`src/rtl/xs3_serial_decoder_if.sv`:
```
// rtl/xs3_serial_decoder_if.sv - serial Excess-3 input and decoded BCD output bundle
interface xs3_serial_decoder_if #(
  parameter int DIGITS = 2
);
  logic                  sin;
  logic                  sin_valid;
  logic                  sof;
  logic                  a;
  logic                  b;
  logic                  c;
  logic                  d;
  logic                  dig_valid;
  logic                  err;
  logic [4*DIGITS-1:0]   word;
  logic                  word_valid;
  logic                  word_err;

  modport master (
    output sin, sin_valid, sof,
    input  a, b, c, d, dig_valid, err, word, word_valid, word_err
  );

  modport slave (
    input  sin, sin_valid, sof,
    output a, b, c, d, dig_valid, err, word, word_valid, word_err
  );
endinterface

```
`src/rtl/xs3_serial_decoder.sv`:
```
// rtl/xs3_serial_decoder.sv - bit-serial Excess-3 to BCD decoder with DIGITS-wide word packing
module xs3_serial_decoder #(
  parameter int DIGITS = 2
) (
  input logic                 clk,
  input logic                 rst_n,
  xs3_serial_decoder_if.slave bus
);

  localparam int IDX_W = (DIGITS > 1) ? $clog2(DIGITS) : 1;

  typedef enum logic {
    IDLE,
    RECV
  } state_t;

  state_t               state_q, state_d;
  logic [1:0]           bit_cnt_q, bit_cnt_d;
  logic [2:0]           shreg_q, shreg_d;
  logic [IDX_W-1:0]     dig_idx_q, dig_idx_d;
  logic [3:0]           digit_q, digit_d;
  logic                 err_q, err_d;
  logic                 dig_valid_q, dig_valid_d;
  logic [4*DIGITS-1:0]  word_q, word_d;
  logic                 word_valid_q, word_valid_d;
  logic                 word_err_q, word_err_d;

  logic [3:0]           code;
  logic                 code_ok;
  logic [3:0]           dec;
  logic                 accept_sof;

  always_ff @(posedge clk or negedge rst_n) begin
    if (!rst_n) begin
      state_q      <= IDLE;
      bit_cnt_q    <= 2'd0;
      shreg_q      <= 3'd0;
      dig_idx_q    <= '0;
      digit_q      <= 4'd0;
      err_q        <= 1'b0;
      dig_valid_q  <= 1'b0;
      word_q       <= '0;
      word_valid_q <= 1'b0;
      word_err_q   <= 1'b0;
    end else begin
      state_q      <= state_d;
      bit_cnt_q    <= bit_cnt_d;
      shreg_q      <= shreg_d;
      dig_idx_q    <= dig_idx_d;
      digit_q      <= digit_d;
      err_q        <= err_d;
      dig_valid_q  <= dig_valid_d;
      word_q       <= word_d;
      word_valid_q <= word_valid_d;
      word_err_q   <= word_err_d;
    end
  end

  // shreg_q holds {w,x,y} by the time z arrives, so the full code is available combinationally
  assign code       = {shreg_q, bus.sin};
  assign code_ok    = (code >= 4'd3) && (code <= 4'd12);
  assign dec        = code_ok ? (code - 4'd3) : 4'hF;
  assign accept_sof = bus.sin_valid && bus.sof;

  always_comb begin
    state_d      = state_q;
    bit_cnt_d    = bit_cnt_q;
    shreg_d      = shreg_q;
    dig_idx_d    = dig_idx_q;
    digit_d      = digit_q;
    err_d        = err_q;
    dig_valid_d  = 1'b0;
    word_d       = word_q;
    word_valid_d = 1'b0;
    word_err_d   = word_err_q;

    if (accept_sof) begin
      // sof restarts the frame from either state, dropping any partial digit/word
      state_d   = RECV;
      shreg_d   = {2'b00, bus.sin};
      bit_cnt_d = 2'd1;
      dig_idx_d = '0;
    end else if (state_q == RECV && bus.sin_valid) begin
      shreg_d   = {shreg_q[1:0], bus.sin};
      bit_cnt_d = bit_cnt_q + 2'd1;
      if (bit_cnt_q == 2'd3) begin
        digit_d     = dec;
        err_d       = !code_ok;
        dig_valid_d = 1'b1;
        for (int i = 0; i < DIGITS; i++) begin
          if (i == DIGITS - 1 - int'(dig_idx_q)) begin
            word_d[4*i +: 4] = dec;
          end
        end
        // first digit of a frame restarts the error accumulation
        word_err_d = !code_ok || ((dig_idx_q != '0) && word_err_q);
        if (dig_idx_q == IDX_W'(DIGITS - 1)) begin
          word_valid_d = 1'b1;
          dig_idx_d    = '0;
          state_d      = IDLE;
        end else begin
          dig_idx_d = dig_idx_q + IDX_W'(1);
        end
      end
    end
  end

  assign bus.a          = digit_q[3];
  assign bus.b          = digit_q[2];
  assign bus.c          = digit_q[1];
  assign bus.d          = digit_q[0];
  assign bus.err        = err_q;
  assign bus.dig_valid  = dig_valid_q;
  assign bus.word       = word_q;
  assign bus.word_valid = word_valid_q;
  assign bus.word_err   = word_err_q;

endmodule

```
`src/flat_wrapper.sv`:
```
// flat-port wrapper written by rule: the top's interface ports become plain ports
module xs3_serial_decoder_flat 
#(
  parameter int DIGITS = 2
)
  (clk, rst_n, bus_sin, bus_sin_valid, bus_sof, bus_a, bus_b, bus_c, bus_d, bus_dig_valid, bus_err, bus_word, bus_word_valid, bus_word_err);
  xs3_serial_decoder_if #(.DIGITS(DIGITS)) bus_i ();
  input logic clk;
  input logic rst_n;
  input wire logic [$bits(bus_i.sin)-1:0] bus_sin;
  input wire logic [$bits(bus_i.sin_valid)-1:0] bus_sin_valid;
  input wire logic [$bits(bus_i.sof)-1:0] bus_sof;
  output wire logic [$bits(bus_i.a)-1:0] bus_a;
  output wire logic [$bits(bus_i.b)-1:0] bus_b;
  output wire logic [$bits(bus_i.c)-1:0] bus_c;
  output wire logic [$bits(bus_i.d)-1:0] bus_d;
  output wire logic [$bits(bus_i.dig_valid)-1:0] bus_dig_valid;
  output wire logic [$bits(bus_i.err)-1:0] bus_err;
  output wire logic [$bits(bus_i.word)-1:0] bus_word;
  output wire logic [$bits(bus_i.word_valid)-1:0] bus_word_valid;
  output wire logic [$bits(bus_i.word_err)-1:0] bus_word_err;
  assign bus_i.sin = bus_sin;
  assign bus_i.sin_valid = bus_sin_valid;
  assign bus_i.sof = bus_sof;
  assign bus_a = bus_i.a;
  assign bus_b = bus_i.b;
  assign bus_c = bus_i.c;
  assign bus_d = bus_i.d;
  assign bus_dig_valid = bus_i.dig_valid;
  assign bus_err = bus_i.err;
  assign bus_word = bus_i.word;
  assign bus_word_valid = bus_i.word_valid;
  assign bus_word_err = bus_i.word_err;
  xs3_serial_decoder #(.DIGITS(DIGITS)) u_core (.clk(clk), .rst_n(rst_n), .bus(bus_i));
endmodule
```
`config.mk`:
```
export PLATFORM = sky130hd
export DESIGN_NAME = xs3_serial_decoder_flat
export DESIGN_NICKNAME = d
export VERILOG_FILES = /design/src/rtl/xs3_serial_decoder_if.sv /design/src/rtl/xs3_serial_decoder.sv /design/src/flat_wrapper.sv
export SDC_FILE = /design/constraint.sdc
export NUM_CORES = 1
export LEC_CHECK = 0
export CAP_MARGIN = 20
export CORE_MARGIN = 2
export CORE_UTILIZATION = 49
export DETAILED_ROUTE_END_ITERATION = 8
export PLACE_DENSITY = 0.76
export SKIP_LAST_GASP = 1
export SYNTH_ARGS = -nofsm -noshare
export SYNTH_HDL_FRONTEND = slang
export SYNTH_SLANG_ARGS = --single-unit
```
`constraint.sdc`:
```
create_clock -name clk -period 2 [get_ports clk]
set_clock_uncertainty 0.2 [all_clocks]
set_input_delay 0.3 -clock clk [delete_from_list [all_inputs] [get_ports clk]]
set_output_delay 0.3 -clock clk [all_outputs]
set_load 0.1 [all_outputs]
```
# Word level (Yosys, flattened, before mapping)

Index checks and enable logic that the tools add are counted.

Register bits: 23
Input port bits: 5
Output and inout bits: 16
Logic and storage cells: 55

Add/sub/neg operators: 4
Magnitude comparators: 2
Equal/unequal tests: 2
Multiplexer cells: 20
Bitwise operators: 1
Reduce and logical (&&, ||, !) cells: 15

Operators with widths:

| cell                                                                   | number |
|---|---|
| 2-bit by 32-bit equality test with 1-bit output (first input constant) | 1 |
| 32-bit zero test                                                       | 1 |
| 1-bit 2-to-1 mux                                                       | 15 |
| 4-bit AND reduction                                                    | 2 |
| 3-bit 2-to-1 mux                                                       | 2 |
| 3-bit AND reduction                                                    | 2 |
| 2-bit nonzero test                                                     | 3 |
| 4-bit by 2-bit >= comparator with 1-bit output (second input constant) | 1 |
| 4-bit less-or-equal comparator (second input constant)                 | 1 |
| 1-bit logical AND                                                      | 4 |
| 2-bit 2-to-1 mux                                                       | 2 |
| 4-bit 2-to-1 mux                                                       | 1 |
| 4-bit by 2-bit subtractor with 4-bit output (second input constant)    | 1 |
| 2-bit by 1-bit adder with 2-bit output (second input constant)         | 1 |
| 2-bit equality test (second input constant)                            | 1 |
| 2-bit AND reduction                                                    | 1 |
| 1-bit by 1-bit subtractor with 2-bit output (first input constant)     | 1 |
| 1-bit adder (second input constant)                                    | 1 |
| 1-bit zero test                                                        | 1 |
| 1-bit logical OR                                                       | 1 |
| 1-bit inverter                                                         | 1 |

# Logic depth before layout (Yosys ltp)

Gate-level depths: netlist of the first run.

Depth in word-level cells: 5
Mapped depth: 6
Gate-level depth less buffers: 6

# Worst setup path after synthesis of the first run

OpenSTA, ideal clock, no wires.

Path type: register -> register
Start: reg u_core.shreg_q[0]
End: reg u_core.word_q[4], in the netlist u_core.bus.word[4]
Library setup time: 0.125 ns
Data arrival time: 1.249 ns
Required time: 1.675 ns
Setup slack: 0.425 ns
Stages on the path, launching flop included: 6
Buffers on the path: 0
Period minus slack after synthesis: 1.575 ns
Cells stage by stage: dfrtp_1 > inv_1 > ha_1 > inv_1 > a311o_1 > mux2_2

Longest elaborated chain between the ends: 3
Elaborated cells between the ends (all ways): 4
Classes of those cells: order compare: 2; mux: 1; reduce/logical: 1

Ends and longest elaborated chain:

| what                                                                                             | RTL line                 | RTL |
|---|---|---|
| start: declaration                                                                               | xs3_serial_decoder.sv:19 | `logic [2:0] shreg_q, shreg_d;` |
| start signal: assignment                                                                         | xs3_serial_decoder.sv:48 | `shreg_q <= shreg_d;` |
| 4-bit by 2-bit >= comparator with 1-bit output or 4-bit less-or-equal comparator (tied branches) | xs3_serial_decoder.sv:61 | `assign code_ok = (code >= 4'd3) && (code <= 4'd12);` |
| 1-bit logical AND *                                                                              | xs3_serial_decoder.sv:61 |  |
| 4-bit 2-to-1 mux *                                                                               | xs3_serial_decoder.sv:62 | `assign dec = code_ok ? (code - 4'd3) : 4'hF;` |
| end signal: assignment                                                                           | xs3_serial_decoder.sv:53 | `word_q <= word_d;` |
| end: declaration                                                                                 | xs3_serial_decoder.sv:24 | `logic [4*DIGITS-1:0] word_q, word_d;` |

Every way passes the cells marked *; elsewhere a longest branch is shown, timed or not.
A chain may end at the register's enable or synchronous reset.

# Worst setup path after layout of the first run

Start: in bus_sin
End: reg u_core.word_q[1], in the netlist u_core.bus.word[1]

Longest elaborated chain between the ends: 3
Elaborated cells between the ends (all ways): 5
Classes of those cells: add/sub: 1; order compare: 2; mux: 1; reduce/logical: 1

Ends and longest elaborated chain:

| what                                                                                             | RTL line                 | RTL |
|---|---|---|
| start: declaration                                                                               | flat_wrapper.sv:10       | `input wire logic [$bits(bus_i.sin)-1:0] bus_sin;` |
| 4-bit by 2-bit >= comparator with 1-bit output or 4-bit less-or-equal comparator (tied branches) | xs3_serial_decoder.sv:61 |  |
| 1-bit logical AND                                                                                | xs3_serial_decoder.sv:61 |  |
| 4-bit 2-to-1 mux *                                                                               | xs3_serial_decoder.sv:62 |  |

Marked as above.

==> flow_summary.json, run 1 <==
{
  "port_buffers": 20,
  "path_clk_slew_ns": 0.12,
  "dpl.hpwl_um": 1600,
  "synth_flop_cell": "dfrtp_1",
  "fin_util": 0.706,
  "worst_pin_slew_ns": 0.391,
  "syn_nets": 101,
  "drtPass1Iterations": 4,
  "required_ns": 1.98,
  "cts_setup_buffers": 0,
  "hold_buffers": 0,
  "arrival_ns": 1.75,
  "hp-class": "in -> async",
  "async_reset_ff_frac": 1.00,
  "drc": 0,
  "yosysSeqAreaShare": 0.539,
  "cp-end-kind": "flop",
  "status": "completed",
  "multi_input_area_sq_um": 425,
  "finalHoldViolCount": 0,
  "gp_congestion": 0.787,
  "r2r_cells": 4,
  "antenna_found_initial": 0,
  "max_cap_viol_count": 0,
  "synthCells": 93,
  "worstPathMaxFanout": 3,
  "areaGrowthSynthToFinish_pct": 32.4,
  "nets": 129,
  "grt.total_usage": 0.177,
  "avgSynthCellArea_sq_um": 11.5,
  "grt_pass1_vias": 767,
  "dieArea_sq_mm": 0.00257,
  "grt_overflow": 0,
  "clock_latency_ns": 0.29,
  "rsz0062_at_grt": "no",
  "placed_cells": 143,
  "core.rowCount": 16,
  "cts_tree": "yes",
  "grt_max_degree": 24,
  "syn_area_sq_mm": 0.00107,
  "coreArea_sq_mm": 0.00200,
  "slew_violations": 0,
  "r2r_start": "u_core.bit_cnt_q[0]",
  "vias": 789,
  "rr_endpoint": "u_core.bus.word[6]",
  "worst-r2r-setup-slack_ns": 0.28,
  "drive_gt1_frac": 0.317,
  "place_ws_ns": -0.0761,
  "grt_pass1_wl_um": 3420,
  "numCtsBuffers": 3,
  "fp.dieW_um": 50.7,
  "h-tree-depth": 1,
  "crit_type": "in -> reg",
  "max_slew_margin": 0.736,
  "period_share": 0.885,
  "ys.warnings.count": 0,
  "setup_violations": 0,
  "viasPerCell": 5.37,
  "hold_slack_ns": 0.139,
  "cts-root-buf": "clkbuf_4",
  "final_common_cell": "dfrtp_1",
  "ys_types": 28,
  "drt-total-wl_um": 2010,
  "nFillCells": 151,
  "cts_resized": 0,
  "finalNonFillerCells": 147,
  "clockBufferDepth": 2,
  "regArea_sq_um": 576,
  "ys_ff_latch": 23,
  "setup_slack_ns": 0.230,
  "cp-start-kind": "input pin",
  "mostFrequentLayoutCells": "dfrtp_1 (23), buf_4 (16), o21ai_0 (13)",
  "period_needed_ns": 1.77,
  "design.portCount": 21,
  "diodes": 0,
  "ant_nets": 0,
  "wire_per_inst_um": 13.7,
  "synth_edf_count": 0,
  "start_util": 0.533,
  "max_clock_freq_mhz": 565,
  "drtIter0Drc": 13,
  "die_h_um": 50.7,
  "clock_sinks": 23
}
==> per-layer routing <==
layer / up-vias / track usage / share of wire
li1: 385 / - / -
met5: - / 0 / 0
met4: 0 / 0.0766 / 0.011
met1: 383 / 0.225 / 0.46
met2: 19 / 0.294 / 0.48
met3: 2 / 0.0327 / 0.041
==> worst max-delay path, stage by stage <==
cell             delay [ns]
clkdlybuf4s50_1        0.51
inv_1                  0.07
ha_1                   0.29
a311oi_1               0.33
buf_4                  0.18
o21ai_0                0.07
==> cells by family (layout without fill, tap and decap cells) <==
kind of cell / count (synthesis) / in the layout / share of synthesized area
compound gates: 30 / 30 / 0.179
simple gates: 19 / 19 / 0.114
fa+ha+maj: 3 / 3 / 0.0352
mux: 6 / 6 / 0.0703
buf+inv: 12 / 39 / 0.0621
flops: 23 / 23 / 0.539
==> flip-flops by register name (all words and copies together), names as in the netlist <==
name / cells
u_core.bus.err: 1
u_core.bus.word: 8
u_core.bus.word_valid: 1
u_core.digit_q: 4
u_core.dig_idx_q: 1
u_core.bit_cnt_q: 2
u_core.bus.word_err: 1
u_core.state_q: 1
u_core.bus.dig_valid: 1
u_core.shreg_q: 3
==> through the flow <==
stage               setup TNS (ns)  instance area, sq um
global placement                 0                  1390
detailed placement          -0.300                  1390
CTS                              0                  1410
global route                     0                  1410
floorplan                        0                  1070
finish                           0                  1410
==> synthesized netlist by cell type, types with 2 or more instances <==
cell type,instances,area share
a21oi_1,3,0.014
inv_4,2,0.012
buf_4,4,0.028
nand2_1,7,0.025
inv_1,5,0.018
a22o_1,3,0.025
mux2_2,4,0.042
o22ai_1,2,0.012
nor2_1,3,0.011
ha_1,3,0.035
nor2b_1,2,0.012
o21ai_0,13,0.061
a31oi_1,2,0.012
dfrtp_1,23,0.54
nand3_1,2,0.0094
mux2_4,2,0.028
a311oi_1,2,0.016
==> how the worst max path moves through the flow <==
stage	cells past startpoint	start	endpoint
2_1_floorplan	5	u_core.shreg_q[0]	u_core.bus.word[4]
3_3_place_gp	6	bus_sin	u_core.bus.word[1]
3_5_place_dp	6	bus_sin	u_core.bus.word[1]
4_1_cts	6	bus_sin	u_core.bus.word[1]
5_1_grt	5	u_core.shreg_q[0]	u_core.bus.word[3]
6_report	6	bus_sin	u_core.bus.word[1]
==> area by class of cell <==
cell class                 count  share of cell area
clock buffer                   4              0.0186
sequential                    23               0.407
multi-input combinational     58               0.301
tap                           27              0.0239
timing repair buffer          28               0.227
inverter                       7              0.0221
Power of run 1 is not shown: default switching activity piles up to over one toggle a cycle in this logic, so the estimate is an artifact.
==> inputs of run 2 (changes only) <==
- CORE_MARGIN: 2 -> 8
==> flow_summary.json, run 2 (synthesis gave the netlist of run 1 again) <==
{
  "status": "completed",
  "final_cell_area_sq_mm": 0.00144,
  "arrival_ns": 1.69,
  "drc": 0,
  "mostFrequentLayoutCells": "dfrtp_1 (23), buf_4 (14), o21ai_0 (13)",
  "antenna_found_initial": 0,
  "viasPerCell": 5.31,
  "design.portCount": 21,
  "period_share": 0.851,
  "drive_gt1_frac": 0.317,
  "required_ns": 1.99,
  "worstPathMaxFanout": 3,
  "drtPass1Iterations": 4,
  "diodes": 0,
  "max_cap_viol_count": 0,
  "die_h_um": 62.7,
  "final_common_cell": "dfrtp_1",
  "h-tree-depth": 1,
  "largest_reg_flops": 8,
  "areaGrowthSynthToFinish_pct": 34.8,
  "cp-start-kind": "input pin",
  "crit_path_end": "u_core.bus.word[4]",
  "r2r_cells": 5,
  "cts_resized": 0,
  "start_util": 0.502,
  "r2r_start": "u_core.shreg_q[0]",
  "nFillCells": 165,
  "hp-class": "in -> async",
  "period_needed_ns": 1.70,
  "coreArea_sq_mm": 0.00213,
  "dpl.hpwl_um": 1620,
  "fin_util": 0.676,
  "hold_slack_ns": 0.141,
  "grt_overflow": 0,
  "core.rowCount": 17,
  "cts-root-buf": "clkbuf_4",
  "nets": 129,
  "max_clock_freq_mhz": 587,
  "clock_sinks": 23,
  "grt_pass1_vias": 787,
  "ant_nets": 0,
  "numCtsBuffers": 3,
  "grt_pass1_wl_um": 3580,
  "crit_type": "in -> reg",
  "port_buffers": 20,
  "gp_congestion": 0.731,
  "grt.total_usage": 0.107,
  "hold_buffers": 0,
  "crit_start": "bus_sin",
  "max_slew_margin": 0.700,
  "grt_max_degree": 24,
  "fp.dieW_um": 62.7,
  "clockBufferDepth": 2,
  "drtIter0Drc": 13,
  "clock_latency_ns": 0.29,
  "slew_violations": 0,
  "dieArea_sq_mm": 0.00393,
  "worst-r2r-setup-slack_ns": 0.30,
  "cp-end-kind": "flop",
  "finalHoldViolCount": 0,
  "drt-total-wl_um": 2060,
  "cts_setup_buffers": 0,
  "rsz0062_at_grt": "no",
  "place_area_sq_mm": 0.00141,
  "worst_pin_slew_ns": 0.445,
  "wire_per_inst_um": 13.9,
  "rr_endpoint": "u_core.bus.word[4]",
  "cts_tree": "yes",
  "path_clk_slew_ns": 0.12,
  "vias": 786,
  "setup_violations": 0
}
[run 2: layout make-up]
type | count | area, sq um | area share
Sequential cell | 23 | 576 | 0.400
Multi-Input combinational cell | 58 | 425 | 0.296
Timing Repair Buffer | 28 | 345 | 0.240
Tap cell | 28 | 35.0 | 0.0243
Inverter | 7 | 31.3 | 0.0217
Clock buffer | 4 | 26.3 | 0.0183
[run 2: how the worst min path moves through the flow]
stage,cells past startpoint,end,start,slack [ns]
detailed placement,2,u_core.bus.word[3],u_core.bus.word[3],0.30
finish,2,u_core.state_q,rst_n,0.14
global placement,2,u_core.digit_q[1],u_core.digit_q[1],0.26
CTS,2,u_core.bus.word[6],rst_n,0.15
floorplan,0,u_core.bit_cnt_q[0],rst_n,-0.20
global route,2,u_core.state_q,rst_n,0.16
[run 2: worst max-delay path, stage by stage]
cell	delay [ns]
clkdlybuf4s50_1	0.45
inv_1	0.09
ha_1	0.16
inv_1	0.06
a311o_1	0.36
mux2_2	0.27
[run 2: layer usage]
| layer | vias up | global-route usage | routed length (um) |
|---|---|---|---|
| met5 | - | 0 | 0 |
| met4 | 0 | 0.0228 | 19 |
| li1 | 389 | - | - |
| met1 | 377 | 0.126 | 912 |
| met2 | 18 | 0.180 | 993 |
| met3 | 2 | 0.0412 | 132 |
[run 2: stage by stage]
stage	setup WS [ns]	cells	setup TNS [ns]
after global placement	0.0139	144	0
after global routing	0.194	148	0
after floorplan	0.425	93	0
after detailed placement	-0.0185	144	-0.0204
final	0.298	148	0
after CTS	0.293	148	0
Power of run 2 is left out for the same reason.
==> inputs of run 3 (changes only) <==
- CORE_UTILIZATION: 49 -> 52
- CTS_BUF_LIST: default -> sky130_fd_sc_hd__clkbuf_8
- PLACE_DENSITY: 0.76 -> 0.8
- SETUP_SLACK_MARGIN: default -> 0.5
==> flow_summary.json, run 3 (synthesis gave the netlist of run 1 again) <==
{
  "port_buffers": 20,
  "nFillCells": 93,
  "coreArea_sq_mm": 0.00194,
  "drtPass1Iterations": 4,
  "grt_pass1_vias": 945,
  "core.rowCount": 16,
  "path_buf_inv": 2,
  "r2r_cells": 5,
  "required_ns": 1.95,
  "die_h_um": 61.3,
  "design.portCount": 21,
  "mostFrequentLayoutCells": "buf_4 (20), dfrtp_1 (19), buf_12 (11)",
  "fin_util": 0.851,
  "worst-r2r-setup-slack_ns": 0.42,
  "grt_overflow": 0,
  "nets": 138,
  "finalNonFillerCells": 156,
  "cpPeakStageDelay_ns": 0.46,
  "grt_max_degree": 24,
  "max_slew_margin": 0.739,
  "drc": 0,
  "max_cap_viol_count": 0,
  "slew_violations": 0,
  "drtIter0Drc": 12,
  "start_util": 0.550,
  "multi_input_area_sq_um": 527,
  "path_clk_slew_ns": 0.09,
  "worstPathMaxFanout": 4,
  "clock_latency_ns": 0.26,
  "crit_chain": "inv_2 -> ha_4 -> inv_2 -> a311o_1 -> mux2_4",
  "fp.dieW_um": 61.3,
  "crit_family": "flip-flops",
  "max_clock_freq_mhz": 635,
  "grt_pass1_wl_um": 4460,
  "cp-end-kind": "flop",
  "setup_violations": 0,
  "regArea_sq_um": 581,
  "grt.total_usage": 0.160,
  "drt-total-wl_um": 2930,
  "final_common_cell": "buf_4",
  "placed_cells": 143,
  "r2r_start": "u_core.shreg_q[0]",
  "clockBufferDepth": 2,
  "antenna_found_initial": 0,
  "dieArea_sq_mm": 0.00376,
  "status": "completed",
  "cp_slowest_cell": "dfrtp_2",
  "numCtsBuffers": 3,
  "largest_reg_flops": 8,
  "period_share": 0.788,
  "cts-root-buf": "clkbuf_8",
  "worst_pin_slew_ns": 0.390,
  "areaGrowthSynthToFinish_pct": 54.7,
  "rsz0062_at_grt": "yes",
  "wire_per_inst_um": 18.8,
  "gp_congestion": 0.791,
  "clock_sinks": 23,
  "h-tree-depth": 1,
  "arrival_ns": 1.53,
  "cts_tree": "yes",
  "cpMostUsedCell": "inv_2",
  "finalHoldViolCount": 0,
  "rr_endpoint": "u_core.bus.word[4]",
  "hold_slack_ns": 0.183,
  "ant_nets": 0,
  "cp-start-kind": "flop",
  "drive_gt1_frac": 0.504,
  "viasPerCell": 5.79,
  "hp-class": "in -> async",
  "crit_type": "reg -> reg",
  "diodes": 0,
  "vias": 903,
  "dpl.hpwl_um": 1780,
  "period_needed_ns": 1.58
}
## run 3: repair_timing
action,CTS,global route
hold buffers,0,0
hold endpoints to repair,0,0
pin swaps,4,0
buffers inserted,6,3
setup endpoints to repair,15,17
resized for setup,23,9
## run 3: final cells by class
cell class | instances | share of cell area
Sequential cell | 23 | 0.352
Timing Repair Buffer | 37 | 0.261
Clock inverter | 1 | 0.00455
Multi-Input combinational cell | 58 | 0.319
Tap cell | 27 | 0.0205
Clock buffer | 3 | 0.0250
Inverter | 7 | 0.0189
## run 3: how the worst max path moves through the flow
stage,slack [ns],cells after the start,startpoint,to
2_1_floorplan,0.45,4,u_core.shreg_q[0],u_core.bus.word[4]
3_3_place_gp,0.01,6,bus_sin,u_core.bus.word[5]
3_5_place_dp,-0.05,6,bus_sin,u_core.bus.word[1]
4_1_cts,0.44,6,u_core.bit_cnt_q[1],u_core.bus.word[0]
5_1_grt,0.39,5,u_core.shreg_q[0],u_core.bus.word[5]
6_report,0.42,5,u_core.shreg_q[0],u_core.bus.word[4]
## run 3: per-layer routing
metal | routed length [um] | GRT usage
met3 | 186 | 0.0418
met1 | 1180 | 0.184
met5 | 0 | 0
met4 | 33 | 0.0598
met2 | 1530 | 0.278
## run 3: stage by stage
stage	cell area [sq um]	setup TNS, ns	setup WS, ns
floorplan	1070	0	0.450
global placement	1430	0	0.0115
detailed placement	1430	-0.106	-0.0456
CTS	1590	0	0.445
global route	1650	0	0.393
finish	1650	0	0.425
## run 3: worst reg2reg max path: cells and delay by family, from the launching register on
family          cells  cell delay, ns
buf+inv             2            0.13
mux                 1            0.26
fa+ha+maj           1            0.13
compound gates      1            0.28
flops               1            0.46
Power of run 3 is left out for the same reason.
